==> config.mk <==
export PLATFORM = sky130hd
export DESIGN_NAME = mem_access_unit_flat
export DESIGN_NICKNAME = d
export VERILOG_FILES = /design/src/rtl/mem_access_unit_if.sv /design/src/rtl/mem_access_unit.sv /design/src/flat_wrapper.sv
export SDC_FILE = /design/constraint.sdc
export NUM_CORES = 1
export LEC_CHECK = 0
export ABC_CLOCK_PERIOD_IN_PS = 2290
export BUFFER_PORTS_ARGS = -buffer_cell sky130_fd_sc_hd__buf_2
export CAP_MARGIN = 10
export CORE_MARGIN = 8
export CORE_UTILIZATION = 45
export CTS_CLUSTER_DIAMETER = 120
export DETAILED_ROUTE_END_ITERATION = 16
export PLACE_DENSITY_LB_ADDON = 0.12
export SETUP_SLACK_MARGIN = 0.02
export SYNTH_ARGS = -nofsm -noshare
export SYNTH_HDL_FRONTEND = slang
export SYNTH_SLANG_ARGS = --single-unit
==> constraint.sdc <==
create_clock -name clk -period 2.29 [get_ports clk]
set_input_delay 0.229 -clock clk [delete_from_list [all_inputs] [get_ports clk]]
set_output_delay 0.229 -clock clk [all_outputs]
set_load 0.01 [all_outputs]
==> src/rtl/mem_access_unit_if.sv <==
// mem_access_unit_if: bundles the request, response and memory-pin signals of mem_access_unit.
//   slave  : the view used by mem_access_unit itself (takes requests, drives memory pins).
//   master : the view of the environment (issues requests, consumes responses, returns mem_rdata).
// Signals:
//   req_valid/req_ready/req_we/req_addr/req_len/req_wdata  request channel
//   rsp_valid/rsp_ready/rsp_rdata/rsp_err                  response channel
//   busy                                                   unit not idle
//   mem_address/mem_write_en/mem_mode/mem_wdata/mem_rdata  data-memory pins
interface mem_access_unit_if #(
  parameter int unsigned ADDR_W = 5,
  parameter int unsigned DATA_W = 32,
  parameter int unsigned LEN_W  = 3
);
  logic              req_valid;
  logic              req_ready;
  logic              req_we;
  logic [ADDR_W-1:0] req_addr;
  logic [LEN_W-1:0]  req_len;
  logic [DATA_W-1:0] req_wdata;
  logic              rsp_valid;
  logic              rsp_ready;
  logic [DATA_W-1:0] rsp_rdata;
  logic              rsp_err;
  logic              busy;
  logic [ADDR_W-1:0] mem_address;
  logic              mem_write_en;
  logic              mem_mode;
  logic [DATA_W-1:0] mem_wdata;
  logic [DATA_W-1:0] mem_rdata;

  modport slave (
    input  req_valid, req_we, req_addr, req_len, req_wdata, rsp_ready, mem_rdata,
    output req_ready, rsp_valid, rsp_rdata, rsp_err, busy,
    output mem_address, mem_write_en, mem_mode, mem_wdata
  );

  modport master (
    output req_valid, req_we, req_addr, req_len, req_wdata, rsp_ready, mem_rdata,
    input  req_ready, rsp_valid, rsp_rdata, rsp_err, busy,
    input  mem_address, mem_write_en, mem_mode, mem_wdata
  );
endinterface

==> src/rtl/mem_access_unit.sv <==
// mem_access_unit: initiator for an address-event driven 32x32 data memory.
// Accepts load/store requests (loads may be bursts of req_len+1 words), drives the memory pins and
// returns one response per accessed word. Every access is preceded by one PARK cycle that drives
// the inverted address so the memory always sees an address change.
// Ports:
//   clk  clock, rst  synchronous active-high reset
//   bus  mem_access_unit_if.slave: request, response, busy and memory pins (all outputs registered)
// Build option: define STORE_ECHO_CHECK_EN to issue stores as STORE_ECHO and flag read-back
// mismatches on rsp_err; otherwise stores use plain STORE, return rdata 0 and rsp_err stays 0.
module mem_access_unit #(
  parameter int unsigned ADDR_W    = 5,
  parameter int unsigned DATA_W    = 32,
  parameter int unsigned MEM_LAT   = 2,
  parameter int unsigned MAX_BURST = 8
) (
  input logic             clk,
  input logic             rst,
  mem_access_unit_if.slave bus
);

  localparam int unsigned LEN_W = (MAX_BURST > 1) ? $clog2(MAX_BURST) : 1;
  localparam int unsigned CNT_W = (MEM_LAT > 1) ? $clog2(MEM_LAT) : 1;

`ifdef STORE_ECHO_CHECK_EN
  localparam bit EchoEn = 1'b1;
`else
  localparam bit EchoEn = 1'b0;
`endif

  typedef enum logic [1:0] {StIdle, StPark, StAccess, StResp} state_e;

  state_e            state_q, state_d;
  logic              we_q, we_d;
  logic [ADDR_W-1:0] addr_q, addr_d;
  logic [LEN_W-1:0]  remain_q, remain_d;
  logic [DATA_W-1:0] wdata_q, wdata_d;
  logic [CNT_W-1:0]  cnt_q, cnt_d;

  logic              req_ready_q, req_ready_d;
  logic              rsp_valid_q, rsp_valid_d;
  logic [DATA_W-1:0] rsp_rdata_q, rsp_rdata_d;
  logic              rsp_err_q, rsp_err_d;
  logic              busy_q, busy_d;
  logic [ADDR_W-1:0] mem_address_q, mem_address_d;
  logic              mem_write_en_q, mem_write_en_d;
  logic              mem_mode_q, mem_mode_d;
  logic [DATA_W-1:0] mem_wdata_q, mem_wdata_d;

  always_comb begin
    state_d     = state_q;
    we_d        = we_q;
    addr_d      = addr_q;
    remain_d    = remain_q;
    wdata_d     = wdata_q;
    cnt_d       = cnt_q;
    rsp_rdata_d = rsp_rdata_q;
    rsp_err_d   = rsp_err_q;

    case (state_q)
      StIdle: begin
        if (bus.req_valid && req_ready_q) begin
          we_d     = bus.req_we;
          addr_d   = bus.req_addr;
          remain_d = bus.req_we ? '0 : bus.req_len;
          wdata_d  = bus.req_wdata;
          state_d  = StPark;
        end
      end
      StPark: begin
        cnt_d   = CNT_W'(MEM_LAT - 1);
        state_d = StAccess;
      end
      StAccess: begin
        if (cnt_q == '0) begin
          if (we_q) begin
`ifdef STORE_ECHO_CHECK_EN
            rsp_rdata_d = bus.mem_rdata;
            rsp_err_d   = (bus.mem_rdata != wdata_q);
`else
            rsp_rdata_d = '0;
            rsp_err_d   = 1'b0;
`endif
          end else begin
            rsp_rdata_d = bus.mem_rdata;
            rsp_err_d   = 1'b0;
          end
          state_d = StResp;
        end else begin
          cnt_d = cnt_q - CNT_W'(1);
        end
      end
      StResp: begin
        if (bus.rsp_ready) begin
          if (remain_q != '0) begin
            remain_d = remain_q - LEN_W'(1);
            addr_d   = addr_q + ADDR_W'(1);  // wraps 31 -> 0
            state_d  = StPark;
          end else begin
            state_d = StIdle;
          end
        end
      end
      default: state_d = StIdle;
    endcase

    // Outputs are registered copies of what the next state wants on the pins.
    req_ready_d    = (state_d == StIdle);
    busy_d         = (state_d != StIdle);
    rsp_valid_d    = (state_d == StResp);
    mem_address_d  = mem_address_q;
    mem_write_en_d = 1'b0;
    mem_mode_d     = 1'b1;
    mem_wdata_d    = mem_wdata_q;
    if (state_d == StPark) begin
      mem_address_d = ~addr_d;
    end
    if (state_d == StAccess) begin
      mem_address_d  = addr_d;
      mem_write_en_d = we_d;
      mem_mode_d     = we_d ? !EchoEn : 1'b0;
      if (we_d) begin
        mem_wdata_d = wdata_d;
      end
    end
  end

  always_ff @(posedge clk) begin
    if (rst) begin
      state_q        <= StIdle;
      we_q           <= 1'b0;
      addr_q         <= '0;
      remain_q       <= '0;
      wdata_q        <= '0;
      cnt_q          <= '0;
      req_ready_q    <= 1'b0;
      rsp_valid_q    <= 1'b0;
      rsp_rdata_q    <= '0;
      rsp_err_q      <= 1'b0;
      busy_q         <= 1'b0;
      mem_address_q  <= '0;
      mem_write_en_q <= 1'b0;
      mem_mode_q     <= 1'b1;
      mem_wdata_q    <= '0;
    end else begin
      state_q        <= state_d;
      we_q           <= we_d;
      addr_q         <= addr_d;
      remain_q       <= remain_d;
      wdata_q        <= wdata_d;
      cnt_q          <= cnt_d;
      req_ready_q    <= req_ready_d;
      rsp_valid_q    <= rsp_valid_d;
      rsp_rdata_q    <= rsp_rdata_d;
      rsp_err_q      <= rsp_err_d;
      busy_q         <= busy_d;
      mem_address_q  <= mem_address_d;
      mem_write_en_q <= mem_write_en_d;
      mem_mode_q     <= mem_mode_d;
      mem_wdata_q    <= mem_wdata_d;
    end
  end

  assign bus.req_ready    = req_ready_q;
  assign bus.rsp_valid    = rsp_valid_q;
  assign bus.rsp_rdata    = rsp_rdata_q;
  assign bus.rsp_err      = rsp_err_q;
  assign bus.busy         = busy_q;
  assign bus.mem_address  = mem_address_q;
  assign bus.mem_write_en = mem_write_en_q;
  assign bus.mem_mode     = mem_mode_q;
  assign bus.mem_wdata    = mem_wdata_q;

endmodule

==> src/flat_wrapper.sv <==
// flat-port wrapper written by rule: the top's interface ports become plain ports
module mem_access_unit_flat 
#(
  parameter int unsigned ADDR_W    = 5,
  parameter int unsigned DATA_W    = 32,
  parameter int unsigned MEM_LAT   = 2,
  parameter int unsigned MAX_BURST = 8
)
  (clk, rst, bus_req_valid, bus_req_we, bus_req_addr, bus_req_len, bus_req_wdata, bus_rsp_ready, bus_mem_rdata, bus_req_ready, bus_rsp_valid, bus_rsp_rdata, bus_rsp_err, bus_busy, bus_mem_address, bus_mem_write_en, bus_mem_mode, bus_mem_wdata);
  mem_access_unit_if #(.ADDR_W(ADDR_W), .DATA_W(DATA_W), .LEN_W((3))) bus_i ();
  input logic clk;
  input logic rst;
  input wire logic [$bits(bus_i.req_valid)-1:0] bus_req_valid;
  input wire logic [$bits(bus_i.req_we)-1:0] bus_req_we;
  input wire logic [$bits(bus_i.req_addr)-1:0] bus_req_addr;
  input wire logic [$bits(bus_i.req_len)-1:0] bus_req_len;
  input wire logic [$bits(bus_i.req_wdata)-1:0] bus_req_wdata;
  input wire logic [$bits(bus_i.rsp_ready)-1:0] bus_rsp_ready;
  input wire logic [$bits(bus_i.mem_rdata)-1:0] bus_mem_rdata;
  output wire logic [$bits(bus_i.req_ready)-1:0] bus_req_ready;
  output wire logic [$bits(bus_i.rsp_valid)-1:0] bus_rsp_valid;
  output wire logic [$bits(bus_i.rsp_rdata)-1:0] bus_rsp_rdata;
  output wire logic [$bits(bus_i.rsp_err)-1:0] bus_rsp_err;
  output wire logic [$bits(bus_i.busy)-1:0] bus_busy;
  output wire logic [$bits(bus_i.mem_address)-1:0] bus_mem_address;
  output wire logic [$bits(bus_i.mem_write_en)-1:0] bus_mem_write_en;
  output wire logic [$bits(bus_i.mem_mode)-1:0] bus_mem_mode;
  output wire logic [$bits(bus_i.mem_wdata)-1:0] bus_mem_wdata;
  assign bus_i.req_valid = bus_req_valid;
  assign bus_i.req_we = bus_req_we;
  assign bus_i.req_addr = bus_req_addr;
  assign bus_i.req_len = bus_req_len;
  assign bus_i.req_wdata = bus_req_wdata;
  assign bus_i.rsp_ready = bus_rsp_ready;
  assign bus_i.mem_rdata = bus_mem_rdata;
  assign bus_req_ready = bus_i.req_ready;
  assign bus_rsp_valid = bus_i.rsp_valid;
  assign bus_rsp_rdata = bus_i.rsp_rdata;
  assign bus_rsp_err = bus_i.rsp_err;
  assign bus_busy = bus_i.busy;
  assign bus_mem_address = bus_i.mem_address;
  assign bus_mem_write_en = bus_i.mem_write_en;
  assign bus_mem_mode = bus_i.mem_mode;
  assign bus_mem_wdata = bus_i.mem_wdata;
  mem_access_unit #(.ADDR_W(ADDR_W), .DATA_W(DATA_W), .MEM_LAT(MEM_LAT), .MAX_BURST(MAX_BURST)) u_core (.clk(clk), .rst(rst), .bus(bus_i));
endmodule
## After elaboration in Yosys (flattened, before gate mapping)

Index checks and enable logic that the tools add are counted.

| operators by class | value |
|---|---|
| $lt $le $gt $ge | 0 |
| mux-type cells | 24 |
| reduce and logical (&&, ||, !) cells | 12 |
| eq/ne operators | 9 |
| divide/modulo/power cells | 0 |
| shifts and indexed selects | 0 |
| bitwise gates (word level) | 3 |
| multiply operators | 0 |
| $add $sub $neg | 3 |

Operator list:

| kind | count |
|---|---|
| $mux 32 | 3 |
| $mux 5 | 5 |
| $mux 3 | 4 |
| $pmux 5 s2 | 1 |
| $eq 2x2->1 const B | 4 |
| $pmux 2 s4 | 1 |
| $reduce_bool 2->1 | 4 |
| $mux 2 | 3 |
| $pmux 3 s2 | 1 |
| $add 5x1->5 const B | 1 |
| $mux 1 | 5 |
| $not 5->5 | 1 |
| $eq 2x1->1 const B | 2 |
| $logic_not 2->1 | 2 |
| $ne 2x1->1 const B | 2 |
| $reduce_and 2->1 | 2 |
| $reduce_and 4->1 | 1 |
| $reduce_bool 3->1 | 1 |
| $sub 3x1->3 const B | 1 |
| $ne 2x2->1 const B | 1 |
| $not 1->1 | 2 |
| $pmux 1 s2 | 1 |
| $reduce_or 2->1 | 1 |
| $logic_and 1x1->1 | 1 |
| $sub 1x1->1 const B | 1 |

| word-level totals | value |
|---|---|
| memories kept | 0 |
| word-level logic and storage cells | 65 |
| memory bits (read-only) | 0 |
| RAM bits | 0 |
| bits in registers | 118 |
| input bits | 77 |
| latch bits | 0 |
| output and inout bits | 75 |

## Longest topological paths before layout

| logic depth | value |
|---|---|
| depth after elaboration | 7 |
| gate-level depth with buffers | 12 |
| mapped depth without buffers | 11 |

## Worst setup path after synthesis

No wires, ideal clock.

| timing | value |
|---|---|
| path type | register to register |
| start point | reg u_core.state_q[0] |
| end point | reg u_core.mem_address_q[0], in the netlist u_core.bus.mem_address[0] |
| library setup time | 0.062 ns |
| arrival | 2.392 ns |
| period minus slack after synthesis | 2.454 ns |
| required time | 2.228 ns |
| slack | -0.164 ns |
| buffers on the path | 1 |
| cell stages (with the launch flop) | 11 |
| cell sequence | dfxtp_1 > inv_1 > ha_1 > nand2b_1 > clkbuf_1 > nand3_1 > o21ai_0 > ha_1 > or3b_2 > or3_1 > nand3_1 |

| on the way | value |
|---|---|
| cells in the longest elaborated chain, start to end | 5 |
| elaborated cells between the ends (all ways) | 15 |
| those cells by class | eq/ne (5); mux (7); bitwise (1); reduce/logical (2) |

Ends and longest elaborated chain:

| what | line | RTL |
|---|---|---|
| start, declared | mem_access_unit.sv:32 | `state_e state_q, state_d;` |
| start signal, assigned | mem_access_unit.sv:129 | `state_q <= StIdle;` |
| start signal, assigned | mem_access_unit.sv:145 | `state_q <= state_d;` |
| parallel branches: the longest is 5 deep, another holds $mux 5 | - |  |
| end signal, assigned | mem_access_unit.sv:156 | `mem_address_q <= mem_address_d;` |
| end, declared | mem_access_unit.sv:44 | `logic [ADDR_W-1:0] mem_address_q, mem_address_d;` |

Parallel ways; which one is timed is not known. The select of a mux whose other input is x is not followed.
A chain may end at the register's enable or synchronous reset.

## Final worst setup path

Ends and elaborated chain as after synthesis.

==> impl_metrics.toml <==
[timing]
max_slew.worst_pin.slew_ns = 0.5865
fin_crit_sh_pct = 100.2
rsz0062_at_grt = "yes"
clock.fmax_ghz = 0.4359
period_needed_ns = 2.294
hold_violations = 0
fin_skew_ns = 0.007512
setup_viol = 1
finalWorstSetupSlack_ns = -0.004316
relSlewSlack_pct = 60.60
maxSlewViolCount = 0

[place]
placed_area_sq_um = 5743
dp_hpwl_mm = 8.264
io_buffers = 150
gp_congestion = 0.8449
dp_cells = 773

[cts]
cts_buffers = 17
cts_tree = "done"
cts.sinks = 118
clk_pin_slew_ns = 0.06
htree_levels = 4
cts_max_path_buffers = 2
clk_latency_ns = 0.51
root_buffer = "clkbuf_8"

[final_layout]
layout-drive-gt1-share_pct = 39.61
design_area_sq_um = 6977
finalNetCount = 785
finalNonFillerCells = 848
mostFrequentLayoutCell = "buf_2"
fillers = 839
final_core_util_pct = 67.28
syn2layout_area_growth_pct = 44.94
layout_common_cells = "buf_2 (149), nor2_1 (117), dfxtp_1 (115)"
antennaDiodeCount = 0

[pwr]
p_leak_uw = 0.002927
seq_power_share_pct = 31.0
power_switching_share_pct = 31.99
p_sw_uw = 2647
p_clk_share_pct = 33.0
ir_drop_v = 0.0005340
internal_power_uw = 5628
pwr-share-comb_pct = 36.0
pwr_density_cell_nw_per_um2 = 1186

[setup_path]
critPathTopFamily = "simple AND/OR/NAND/NOR gates"
crit_chain = "ha_4, buf_4, and2_1, nand2_2, nand3_2, o21ai_4, buf_6, ha_4, or3b_4, or3_4, nand3_2"
path_class = "reg -> reg"
worst_ep_required_time_ns = 2.74
r2r_cells = 11
cpPeakStageDelay_ns = 0.37
cp_max_fo = 3
r2r-start = "u_core.state_q[0]"
startpoint_type = "flip-flop"
slowest_stage = "or3b_4"
cp.depth = 11
cp.buffers_inverters = 2
regToRegSetupSlack_ns = -0.004
cp-startpoint = "u_core.state_q[0]"
critPathArrivalTime_ns = 2.75
r2r_end = "u_core.bus.mem_address[0]"
crit_end = "u_core.bus.mem_address[0]"
end_kind = "flip-flop"

[synthesis]
synth_xor_xnor_area_share_pct = 0.1820
synth_seq_area_share_pct = 49.08
synth_simple_gate_area_share_pct = 19.86
syn_area_sq_um = 4813
synth_top_area_share_pct = 49.08
synthDistinctLibCells = 41
synth_top_family_by_area = "simple AND/OR/NAND/NOR gates"
synthAdderAreaFrac_pct = 2.339
avgSynthCellArea_sq_um = 9.494
ys_async_sr_fraction_pct = 0
synth_top_flop_cell = "dfxtp_1"
synth_edf_count = 0
synth_compound_area_share_pct = 16.32
syn_nets = 593
synth_top_area_cell = "dfxtp_1"
synthCells = 507
muxShareOfSynthArea_pct = 7.278
ys_seq_elements = 118
synth_area_leaders = "dfxtp_1 (49%), nor2_1 (9.1%), a211oi_2 (7.3%)"
ys_warn_count = 0

[route]
routed_via_density = 4.975
wirelength_mm = 13.05
wl_per_cell_microns = 15.39
ant_nets = 0
num_vias = 4219
drc = 0
drtPass1Iterations = 4
drt_iter0_drc = 226

[floorplan]
num_io_pins = 152
core-area_sq_um = 10370
rows = 37
die_h_microns = 119.4
die_x_microns = 119.4
die_area_sq_um = 14260
initial_utilization_pct = 46.42

[min_path]
hold_path_class = "in -> reg"

[global_route]
grt_overflow_total = 0
grt_pass1_vias = 4299
antenna_found_initial = 0
grt_usage_pct = 17.86
grt_max_degree = 65
grt_pass1_wl_mm = 21.01

[status]
status = "finished, violations left"
violations = "negative setup slack"

[run]
drv_cap = 0
## per-layer routing
metal	vias to the layer above	routed length, microns	track usage, %
met5	-	0	0
met3	13	1016	8.266
met1	1954	5648	20.47
met2	122	6215	29.22
li1	2130	-	-
met4	0	166	5.308
## power groups by stage
stage	combinational [uW]	clock [uW]	sequential, uW
2_1_floorplan	1510	0	2660
3_3_place_gp	2300	0	2570
3_5_place_dp	2360	0	2580
4_1_cts	2700	2780	2550
5_1_grt	3260	2870	2600
6_report	2980	2730	2560
## sequential cells by signal (all words and copies together) (netlist names), 2 cells and up
register	cells
u_core.addr_q	5
u_core.bus.mem_address	5
u_core.bus.mem_wdata	32
u_core.bus.rsp_rdata	32
u_core.remain_q	3
u_core.state_q	2
u_core.wdata_q	32
## tightest hold or removal path: stages
cell and delay (ns):
buf_2 0.08, mux2i_1 0.09, nor2_1 0.09
## metrics by stage
stage,total power (uW),hold WS (ns),setup WS [ns],TNS [ns]
global route,8737,0.01713,-0.1118,-1.073
CTS,8033,0.002625,-0.04337,-0.04337
finish,8275,0.01814,-0.004316,-0.004316
floorplan,4172,0.3963,0.03084,0
global placement,4874,0.4609,-0.009646,-0.009646
detailed placement,4942,0.4707,-0.1676,-3.286
## worst min-delay path by stage
stage	start	to	slack, ns	depth (start not counted)
floorplan	bus_req_wdata[0]	u_core.wdata_q[0]	0.40	2
CTS	bus_req_wdata[5]	u_core.wdata_q[5]	0.003	3
global route	bus_req_wdata[9]	u_core.wdata_q[9]	0.02	3
global placement	u_core.bus.rsp_rdata[20]	u_core.bus.rsp_rdata[20]	0.46	2
detailed placement	u_core.bus.rsp_rdata[27]	u_core.bus.rsp_rdata[27]	0.47	2
finish	bus_req_wdata[5]	u_core.wdata_q[5]	0.02	3
## final cells by class
class	count	area [sq um]	share of cell area [%]
tap	136	170.2	2.439
clock buffer	20	435.4	6.241
timing repair buffer	213	1393	19.96
multi-input combinational	340	2397	34.36
clock inverter	12	176.4	2.529
sequential	118	2371	33.98
inverter	9	33.78	0.4842
## synthesized netlist by cell type (all sizes together) (8+ instances only)
master / instances
clkbuf: 27
nor3b: 35
inv: 9
mux2i: 35
nor2b: 8
a211oi: 35
nor2: 117
nand2: 14
buf: 13
a21oi: 36
dfxtp: 118
ha: 9
## logic make-up (layout without fill, tap and decap cells)
| family | count (synthesis) | count (layout) |
|---|---|---|
| DFF | 118 | 118 |
| other | 1 | 1 |
| and+or+nand+nor | 198 | 198 |
| adders and majority gates | 9 | 9 |
| AOI/OAI and AO/OA | 96 | 96 |
| xor gates and xnor gates | 1 | 1 |
| muxes | 35 | 35 |
| buffers and inverters | 49 | 254 |
## repair_timing
action / in CTS / in global routing
buffers inserted: 12 / 8
endpoints found under the setup margin: 36 / 39
gates cloned: 2 / 1
pin swaps: 5 / 14
resized for setup: 20 / 26
hold buffers: 23 / 0
endpoints found under the hold margin: 23 / 0
Note: power is estimated with default switching activity, not from simulation.
